==> src/rtl/ctrl_pkg.sv <==
// Shared control-path definitions for the 5-stage MIPS pipeline: opcodes,
// widths, the decoded control word and forwarding select encodings.
package ctrl_pkg;

   localparam int unsigned REG_W   = 5;
   localparam int unsigned ALUOP_W = 3;
   localparam int unsigned OPC_W   = 6;
   localparam int unsigned FWD_W   = 2;

   localparam logic [OPC_W-1:0] OP_RTYPE = 6'h00;
   localparam logic [OPC_W-1:0] OP_J     = 6'h02;
   localparam logic [OPC_W-1:0] OP_BEQ   = 6'h04;
   localparam logic [OPC_W-1:0] OP_BNE   = 6'h05;
   localparam logic [OPC_W-1:0] OP_ADDI  = 6'h08;
   localparam logic [OPC_W-1:0] OP_SLTI  = 6'h0A;
   localparam logic [OPC_W-1:0] OP_ANDI  = 6'h0C;
   localparam logic [OPC_W-1:0] OP_ORI   = 6'h0D;
   localparam logic [OPC_W-1:0] OP_LW    = 6'h23;
   localparam logic [OPC_W-1:0] OP_SW    = 6'h2B;

   typedef logic [REG_W-1:0] reg_idx_t;
   typedef logic [FWD_W-1:0] fwd_sel_t;

   localparam fwd_sel_t FWD_RF  = 2'b00;
   localparam fwd_sel_t FWD_MEM = 2'b10;
   localparam fwd_sel_t FWD_WB  = 2'b01;

   // Control word carried from ID into ID/EX; jump is resolved in ID and not stored.
   typedef struct packed {
      logic [ALUOP_W-1:0] alu_op;
      logic               reg_dest;
      logic               reg_write;
      logic               alu_src;
      logic               mem_read;
      logic               mem_write;
      logic               mem_to_reg;
      logic               branch;
   } ctrl_word_t;

   localparam ctrl_word_t BUBBLE = '0;

   // Youngest producer wins; register 0 is hard-wired and never forwarded.
   function automatic fwd_sel_t fwd_select(input logic     mem_rw,
                                           input reg_idx_t mem_dst,
                                           input logic     wb_rw,
                                           input reg_idx_t wb_dst,
                                           input reg_idx_t src);
      fwd_sel_t sel;
      sel = FWD_RF;
      if (mem_rw && (mem_dst != '0) && (mem_dst == src))
         sel = FWD_MEM;
      else if (wb_rw && (wb_dst != '0) && (wb_dst == src))
         sel = FWD_WB;
      return sel;
   endfunction

endpackage

==> src/rtl/ctrl_pipe_hazard_fwd.sv <==
// EX-stage operand forwarding selects, purely combinational.
module fwd_unit
   import ctrl_pkg::*;
(
   input  logic     i_mem_reg_write,
   input  reg_idx_t i_mem_dst,
   input  logic     i_wb_reg_write,
   input  reg_idx_t i_wb_dst,
   input  reg_idx_t i_ex_rs,
   input  reg_idx_t i_ex_rt,
   output fwd_sel_t o_fwd_a,
   output fwd_sel_t o_fwd_b
);

   always_comb begin
      o_fwd_a = fwd_select(i_mem_reg_write, i_mem_dst, i_wb_reg_write, i_wb_dst, i_ex_rs);
      o_fwd_b = fwd_select(i_mem_reg_write, i_mem_dst, i_wb_reg_write, i_wb_dst, i_ex_rt);
   end

endmodule

==> src/rtl/ctrl_pipe_hazard.sv <==
// Control pipeline ID/EX -> EX/MEM -> MEM/WB with load-use stall, branch/jump
// flush and forwarding selects for the 5-stage MIPS core.
module ctrl_pipe_hazard
   import ctrl_pkg::*;
(
   input  logic               clk,
   input  logic               rst,
   input  logic [ALUOP_W-1:0] id_alu_op,
   input  logic               id_reg_dest,
   input  logic               id_reg_write,
   input  logic               id_alu_src,
   input  logic               id_mem_read,
   input  logic               id_mem_write,
   input  logic               id_mem_to_reg,
   input  logic               id_branch,
   input  logic               id_jump,
   input  logic [REG_W-1:0]   id_rs,
   input  logic [REG_W-1:0]   id_rt,
   input  logic [REG_W-1:0]   id_rd,
   input  logic               ex_cond,
   output logic [ALUOP_W-1:0] ex_alu_op,
   output logic               ex_reg_dest,
   output logic               ex_alu_src,
   output logic [REG_W-1:0]   ex_rs,
   output logic [REG_W-1:0]   ex_rt,
   output logic [1:0]         fwd_a,
   output logic [1:0]         fwd_b,
   output logic               mem_mem_read,
   output logic               mem_mem_write,
   output logic               wb_reg_write,
   output logic               wb_mem_to_reg,
   output logic [REG_W-1:0]   wb_dst,
   output logic               pc_write,
   output logic               ifid_write,
   output logic               ifid_flush
);

   ctrl_word_t r_ex_ctrl;
   reg_idx_t   r_ex_rs;
   reg_idx_t   r_ex_rt;
   reg_idx_t   r_ex_dst;

   logic       r_mem_mem_read;
   logic       r_mem_mem_write;
   logic       r_mem_reg_write;
   logic       r_mem_mem_to_reg;
   reg_idx_t   r_mem_dst;

   logic       r_wb_reg_write;
   logic       r_wb_mem_to_reg;
   reg_idx_t   r_wb_dst;

   logic       w_stall;
   logic       w_taken;
   logic       w_bubble;
   ctrl_word_t w_id_ctrl;
   reg_idx_t   w_id_rs;
   reg_idx_t   w_id_rt;
   reg_idx_t   w_id_dst;

   assign w_stall = r_ex_ctrl.mem_read && (r_ex_dst != '0) &&
                    ((r_ex_dst == id_rs) || (r_ex_dst == id_rt));
   assign w_taken = r_ex_ctrl.branch && ex_cond;

   // Hazard priority: reset > taken branch > load-use stall > jump in ID.
   always_comb begin
      pc_write   = 1'b1;
      ifid_write = 1'b1;
      ifid_flush = 1'b0;
      w_bubble   = 1'b0;
      if (!rst) begin
         if (w_taken) begin
            ifid_flush = 1'b1;
            w_bubble   = 1'b1;
         end else if (w_stall) begin
            pc_write   = 1'b0;
            ifid_write = 1'b0;
            w_bubble   = 1'b1;
         end else if (id_jump) begin
            ifid_flush = 1'b1;
         end
      end
   end

   // ID-side payload for ID/EX; decoder don't-cares on a jump are masked here.
   always_comb begin
      w_id_ctrl = BUBBLE;
      w_id_rs   = '0;
      w_id_rt   = '0;
      w_id_dst  = '0;
      if (!w_bubble) begin
         w_id_ctrl.alu_op     = id_alu_op;
         w_id_ctrl.reg_dest   = id_reg_dest;
         w_id_ctrl.reg_write  = id_reg_write;
         w_id_ctrl.alu_src    = id_alu_src;
         w_id_ctrl.mem_read   = id_mem_read & ~id_jump;
         w_id_ctrl.mem_write  = id_mem_write;
         w_id_ctrl.mem_to_reg = id_mem_to_reg;
         w_id_ctrl.branch     = id_branch & ~id_jump;
         w_id_rs              = id_rs;
         w_id_rt              = id_rt;
         w_id_dst             = id_reg_dest ? id_rd : id_rt;
      end
   end

   always_ff @(posedge clk or posedge rst) begin
      if (rst) begin
         r_ex_ctrl        <= BUBBLE;
         r_ex_rs          <= '0;
         r_ex_rt          <= '0;
         r_ex_dst         <= '0;
         r_mem_mem_read   <= 1'b0;
         r_mem_mem_write  <= 1'b0;
         r_mem_reg_write  <= 1'b0;
         r_mem_mem_to_reg <= 1'b0;
         r_mem_dst        <= '0;
         r_wb_reg_write   <= 1'b0;
         r_wb_mem_to_reg  <= 1'b0;
         r_wb_dst         <= '0;
      end else begin
         r_ex_ctrl        <= w_id_ctrl;
         r_ex_rs          <= w_id_rs;
         r_ex_rt          <= w_id_rt;
         r_ex_dst         <= w_id_dst;
         r_mem_mem_read   <= r_ex_ctrl.mem_read;
         r_mem_mem_write  <= r_ex_ctrl.mem_write;
         r_mem_reg_write  <= r_ex_ctrl.reg_write;
         r_mem_mem_to_reg <= r_ex_ctrl.mem_to_reg;
         r_mem_dst        <= r_ex_dst;
         r_wb_reg_write   <= r_mem_reg_write;
         r_wb_mem_to_reg  <= r_mem_mem_to_reg;
         r_wb_dst         <= r_mem_dst;
      end
   end

   assign ex_alu_op     = r_ex_ctrl.alu_op;
   assign ex_reg_dest   = r_ex_ctrl.reg_dest;
   assign ex_alu_src    = r_ex_ctrl.alu_src;
   assign ex_rs         = r_ex_rs;
   assign ex_rt         = r_ex_rt;
   assign mem_mem_read  = r_mem_mem_read;
   assign mem_mem_write = r_mem_mem_write;
   assign wb_reg_write  = r_wb_reg_write;
   assign wb_mem_to_reg = r_wb_mem_to_reg;
   assign wb_dst        = r_wb_dst;

   fwd_unit u_fwd (
      .i_mem_reg_write (r_mem_reg_write),
      .i_mem_dst       (r_mem_dst),
      .i_wb_reg_write  (r_wb_reg_write),
      .i_wb_dst        (r_wb_dst),
      .i_ex_rs         (r_ex_rs),
      .i_ex_rt         (r_ex_rt),
      .o_fwd_a         (fwd_a),
      .o_fwd_b         (fwd_b)
   );

endmodule

==> config.mk <==
export PLATFORM = sky130hd
export DESIGN_NAME = ctrl_pipe_hazard
export DESIGN_NICKNAME = d
export VERILOG_FILES = /design/src/rtl/ctrl_pkg.sv /design/src/rtl/ctrl_pipe_hazard_fwd.sv /design/src/rtl/ctrl_pipe_hazard.sv
export SDC_FILE = /design/constraint.sdc
export NUM_CORES = 1
export LEC_CHECK = 0
export CAP_MARGIN = 15
export CELL_PAD_IN_SITES_DETAIL_PLACEMENT = 1
export CELL_PAD_IN_SITES_GLOBAL_PLACEMENT = 2
export CORE_ASPECT_RATIO = 1.2
export CORE_UTILIZATION = 30
export DETAILED_ROUTE_END_ITERATION = 10
export PLACE_DENSITY_LB_ADDON = 0.3
export SYNTH_ARGS = -nofsm -noshare
export SYNTH_HDL_FRONTEND = slang
export SYNTH_SLANG_ARGS = --single-unit
==> constraint.sdc <==
create_clock -name clk -period 5.03 [get_ports clk]
set_clock_uncertainty 0.05 [all_clocks]
set_input_delay 0.503 -clock clk [delete_from_list [all_inputs] [get_ports clk]]
set_output_delay 0.503 -clock clk [all_outputs]
set_load 0.005 [all_outputs]
==> results.sh, run 1 <==
export IMPL_die_area_um2=6326
export IMPL_grt_pass1_vias=1482
export IMPL_ir_worst_vdd_mv=0.1159
export IMPL_htreeDepth=2
export IMPL_slew_viol_final=0
export IMPL_rsz0062_at_grt="no"
export IMPL_cp_arrival_ns=2.44
export IMPL_path_class="reg -> out"
export IMPL_post_cts_buffers=0
export IMPL_gp_congestion=0.7176
export IMPL_antenna_cells=0
export IMPL_rows=30
export IMPL_syn_area_um2=1803
export IMPL_worst_path_most_repeated_cell="nor4_1"
export IMPL_yosysSeqAreaShare_pct=56.90
export IMPL_ant_nets=0
export IMPL_cp_top_family="simple AND/OR/NAND/NOR gates"
export IMPL_worst_slew_pin_slew_ns=0.6679
export IMPL_placed_cells=289
export IMPL_nNetsFinal=245
export IMPL_start_util_pct=31.39
export IMPL_final_cell_mix="clkdlybuf4s50_1 (59), dfrtp_1 (41), nand2_1 (21), a21oi_1 (19), xnor2_1 (16)"
export IMPL_leakage_uw=0.001053
export IMPL_syn_to_final_growth_pct=40.25
export IMPL_drcViolationCount=0
export IMPL_crit_path_end_kind="primary output"
export IMPL_postLayoutCoreUtil_pct=44.03
export IMPL_fin_cells=297
export IMPL_die_y_um=86.93
export IMPL_insertion_delay_ns=0.29
export IMPL_grt_first_pass_wirelength_mm=7.038
export IMPL_tns_ns=0
export IMPL_yosysWarnings=0
export IMPL_cts_buffer_depth=2
export IMPL_clock_fmax_mhz=334.0
export IMPL_cp_cell_sequence="or4_1, o21ai_0, nor4_1, nor4_1, clkdlybuf4s50_1"
export IMPL_drv_cap=0
export IMPL_finalCritPeriodShare_pct=59.53
export IMPL_wirelength_mm=4.249
export IMPL_num_vias=1375
export IMPL_io_buffers=59
export IMPL_core_um2=5743
export IMPL_cts_resized=0
export IMPL_multi_input_area_um2=706.9
export IMPL_relSlewSlack_pct=55.35
export IMPL_holdBufCountCts=0
export IMPL_tritoncts_num_buffers=5
export IMPL_grt_util_all_layers_pct=14.85
export IMPL_timing_final_hold_violations=0
export IMPL_hpwl_mm=3.308
export IMPL_worstHoldPathType="reg -> reg"
export IMPL_worst_path_largest_cell_delay_ns=0.54
export IMPL_clock_sinks=41
export IMPL_cts_tree="done"
export IMPL_start_kind="register"
export IMPL_crit_buf_inv=1
export IMPL_synthFlopType="dfrtp_1"
export IMPL_outcome="completed"
export IMPL_seq_area_um2=1026
export IMPL_grt_overflow=0
export IMPL_io_pins=60
export IMPL_setup_viol=0
export IMPL_syn_inst=159
export IMPL_first_pass_iters=4
export IMPL_layout_commonest_cell="clkdlybuf4s50_1"
export IMPL_post_route_min_period_ns=2.994
export IMPL_synth_nets=188
export IMPL_synth_distinct_cells=25
export IMPL_drt_initial_drc_count=22
export IMPL_crit_slowest_cell="clkdlybuf4s50_1"
export IMPL_avgSynthCellArea_um2=11.34
export IMPL_wire_per_inst_um=14.31
export IMPL_vias_per_cell=4.630
export IMPL_synthArstFlopShare_pct=100.0
export IMPL_clk_pin_slew_ns=0.08
export IMPL_crit_fanout=4
export IMPL_worst_ep_required_time_ns=4.48
export IMPL_antenna_found_initial=0
export IMPL_drive_gt1_share_pct=6.452
export IMPL_n_fill_cell=628
export IMPL_holdWs_ns=0.3014
export IMPL_grt_max_degree=31
export IMPL_ys_ff_latch=41
export IMPL_cts_root_buf="clkbuf_8"
export IMPL_die_width_um=72.77
export IMPL_p_per_area_nw_per_um2=283.2
export IMPL_synth_edf_count=0
[through the flow]
step | power, µW | worst slack, ns | instance area, µm²
after detailed placement | 517.5 | 2.008 | 2442
after CTS | 727.4 | 2.016 | 2529
after global placement | 513.7 | 2.172 | 2442
after floorplan | 444.7 | 2.564 | 1803
final | 716.0 | 2.036 | 2529
after global routing | 756.2 | 1.854 | 2529
[worst register-to-register path, cell delays in order, from the launching register on]
cell and delay [ns]:
dfrtp_1 0.42, or4_1 0.54, o21a_1 0.23, and2_4 0.27
a211oi_1 0.29
[area by class of cell]
class | count | share of cell area, %
clock buffer | 5 | 2.721
clock inverter | 3 | 0.6927
inverter | 1 | 0.1484
multi-input combinational | 106 | 27.96
sequential | 41 | 40.57
tap | 80 | 3.958
timing repair buffer | 61 | 23.95
[cells in the mapped netlist, drive strengths merged (2+ instances only)]
master   n  share of area [%]
o21ai    2               0.56
nand2   21                4.4
a21oi   19                5.3
or4      5                2.1
nand3    5                1.4
xor2    14                6.8
dfrtp   41                 57
buf      8                3.4
nand2b   2               0.69
nor4     4                1.4
xnor2   16                7.8
clkbuf   3               0.62
a211oi   7                3.5
mux2i    5                2.8
[routing by layer]
layer / global-route usage (%) / wire length (µm) / up-vias
met1: 16.10 / 1653 / 674
met3: 3.241 / 207 / 6
met2: 27.95 / 2323 / 43
li1: - / - / 652
met5: 0 / 0 / -
met4: 5.348 / 63 / 0
[path summary, 6_finish.rpt]
check | start | endpoint | slack, ns | cells past startpoint
max | r_mem_dst[4] | fwd_a[0] | 2.04 | 5
min | r_ex_ctrl[5] | r_mem_reg_write | 0.30 | 0
max reg2reg | r_ex_dst[1] | r_ex_dst[2] | 3.13 | 4
min reg2reg | r_ex_ctrl[5] | r_mem_reg_write | 0.30 | 0
max in group asynchronous | rst | ex_alu_op[2] | 3.61 | 3
min in group asynchronous | rst | ex_alu_src | 0.56 | 2
[power breakdown]
group / switching [µW] / internal, µW / total, µW
registers: 24.2 / 354 / 378
clock network: 112 / 95.7 / 208
logic: 54.0 / 76.6 / 131
total: 190 / 526 / 716
[cell families (layout without fill, tap and decap cells)]
family	Yosys count	after routing	share of synthesized area, %
multiplexers	5	5	2.776
XOR/XNOR	30	30	14.57
flip-flops	41	41	56.90
AO/OA/AOI/OAI	31	31	10.55
AND/OR/NAND/NOR	40	40	10.96
buffers and inverters	12	70	4.232
No activity file was read; power rests on OpenSTA's default activity.
==> run 2: changes to the inputs <==
--- a/config.mk
+++ b/config.mk
@@ -9,7 +9,7 @@
 export CELL_PAD_IN_SITES_DETAIL_PLACEMENT = 1
 export CELL_PAD_IN_SITES_GLOBAL_PLACEMENT = 2
 export CORE_ASPECT_RATIO = 1.2
-export CORE_UTILIZATION = 30
+export CORE_UTILIZATION = 28
 export DETAILED_ROUTE_END_ITERATION = 10
 export PLACE_DENSITY_LB_ADDON = 0.3
 export SYNTH_ARGS = -nofsm -noshare
==> constraint.sdc (replaced) <==
create_clock -name clk -period 3.05 [get_ports clk]
set_clock_uncertainty 0.05 [all_clocks]
set_input_delay 0.305 -clock clk [delete_from_list [all_inputs] [get_ports clk]]
set_output_delay 0.305 -clock clk [all_outputs]
set_load 0.005 [all_outputs]
==> run 2 against run 1 <==
First-iteration DRC count up 68%; combinational power increased by 64%; worst setup slack got worse by 1.8 ns; critical endpoint is now fwd_b[0].
==> results.sh, run 2 (synthesized netlist as in run 1, its figures left out) <==
export IMPL_grt_first_pass_wirelength_mm=7.051
export IMPL_num_vias=1354
export IMPL_cts_resized=0
export IMPL_tns_ns=0
export IMPL_die_area_um2=6766
export IMPL_htreeDepth=2
export IMPL_relSlewSlack_pct=63.58
export IMPL_timing_final_hold_violations=0
export IMPL_io_buffers=59
export IMPL_layout_commonest_cell="clkdlybuf4s50_1"
export IMPL_path_class="reg -> out"
export IMPL_rows=31
export IMPL_grt_max_degree=36
export IMPL_io_pins=60
export IMPL_outcome="completed"
export IMPL_clk_pin_slew_ns=0.08
export IMPL_cts_buffer_depth=2
export IMPL_gp_congestion=0.7285
export IMPL_grt_overflow=0
export IMPL_rsz0062_at_grt="no"
export IMPL_grt_util_all_layers_pct=14.02
export IMPL_post_cts_buffers=0
export IMPL_die_y_um=89.91
export IMPL_start_util_pct=29.42
export IMPL_tritoncts_num_buffers=5
export IMPL_core_um2=6128
export IMPL_crit_path_end_kind="primary output"
export IMPL_leakage_uw=0.001071
export IMPL_die_width_um=75.26
export IMPL_worst_ep_required_time_ns=2.69
export IMPL_ir_worst_vdd_mv=0.1862
export IMPL_nNetsFinal=246
export IMPL_clock_sinks=41
export IMPL_slew_viol_final=0
export IMPL_cp_arrival_ns=2.45
export IMPL_cts_root_buf="clkbuf_8"
export IMPL_final_cell_mix="clkdlybuf4s50_1 (59), dfrtp_1 (41), nand2_1 (21), a21oi_1 (19), xnor2_1 (16)"
export IMPL_worstHoldPathType="in -> async"
export IMPL_holdBufCountCts=0
export IMPL_vias_per_cell=4.513
export IMPL_start_kind="register"
export IMPL_antenna_found_initial=0
export IMPL_crit_fanout=4
export IMPL_antenna_cells=0
export IMPL_insertion_delay_ns=0.29
export IMPL_finalCritPeriodShare_pct=91.85
export IMPL_cts_tree="done"
export IMPL_p_per_area_nw_per_um2=503.3
export IMPL_wirelength_mm=4.234
export IMPL_drv_cap=0
export IMPL_post_route_min_period_ns=2.801
export IMPL_drt_initial_drc_count=37
export IMPL_wire_per_inst_um=14.11
export IMPL_postLayoutCoreUtil_pct=41.98
export IMPL_worst_slew_pin_slew_ns=0.5443
export IMPL_setup_viol=0
export IMPL_first_pass_iters=4
export IMPL_hpwl_mm=3.219
export IMPL_grt_pass1_vias=1453
export IMPL_clock_fmax_mhz=357.0
export IMPL_syn_to_final_growth_pct=42.68
export IMPL_drive_gt1_share_pct=6.881
export IMPL_ant_nets=0
export IMPL_drcViolationCount=0
run 2: layout make-up:
class	count	area [µm²]
timing repair buffer	62	613.1
tap	82	102.6
clock inverter	2	37.54
fill	726	3556
inverter	1	3.754
multi-input combinational	106	706.9
sequential	41	1026
clock buffer	6	82.58
run 2: worst paths after layout:
check / to / slack, ns / from / cells past startpoint
hold / removal: r_ex_dst[0] / 0.27 / rst / 2
min in group clk: r_mem_reg_write / 0.30 / r_ex_ctrl[5] / 0
setup / recovery: fwd_b[0] / 0.25 / r_mem_dst[4] / 5
max in group asynchronous: ex_alu_op[1] / 1.94 / rst / 3
hold reg to reg: r_mem_reg_write / 0.30 / r_ex_ctrl[5] / 0
setup reg to reg: r_ex_dst[3] / 1.21 / r_ex_dst[1] / 4
run 2: routing by layer:
metal / vias to the layer above / GRT usage [%] / share of wire [%]
met5: - / 0 / 0
met4: 0 / 5.093 / 1.6
met3: 5 / 3.587 / 5.2
met2: 42 / 24.25 / 51
met1: 653 / 16.28 / 42
li1: 654 / - / -
run 2: power by group:
part | leakage [µW] | total [µW] | internal [µW] | switching [µW]
Clock | 0.0000574 | 458 | 266 | 192
Combinational | 0.000525 | 215 | 127 | 88.2
Sequential | 0.000489 | 622 | 583 | 39.1
Total | 0.00107 | 1290 | 976 | 319
run 2: worst max-delay path, cell delays in order (launching register included):
cell and delay, ns:
dfrtp_1 0.43, or4_1 0.54, o21ai_0 0.22, nor4_1 0.11, nor4_1 0.30, clkdlybuf4s50_1 0.55
run 2: metrics by stage:
| stage | hold WS (ns) | cell area (µm²) | setup WS, ns | instances | total power, µW |
|---|---|---|---|---|---|
| final | 0.2686 | 2572 | 0.2486 | 300 | 1295 |
| after global routing | 0.3140 | 2572 | 0.1093 | 300 | 1358 |
| after CTS | 0.2778 | 2572 | 0.2369 | 300 | 1312 |
| after detailed placement | 0.2864 | 2452 | 0.5380 | 292 | 854.8 |
| after global placement | 0.2832 | 2452 | 0.5436 | 292 | 852.4 |
| after floorplan | 0.2812 | 1803 | 0.7983 | 159 | 733.4 |
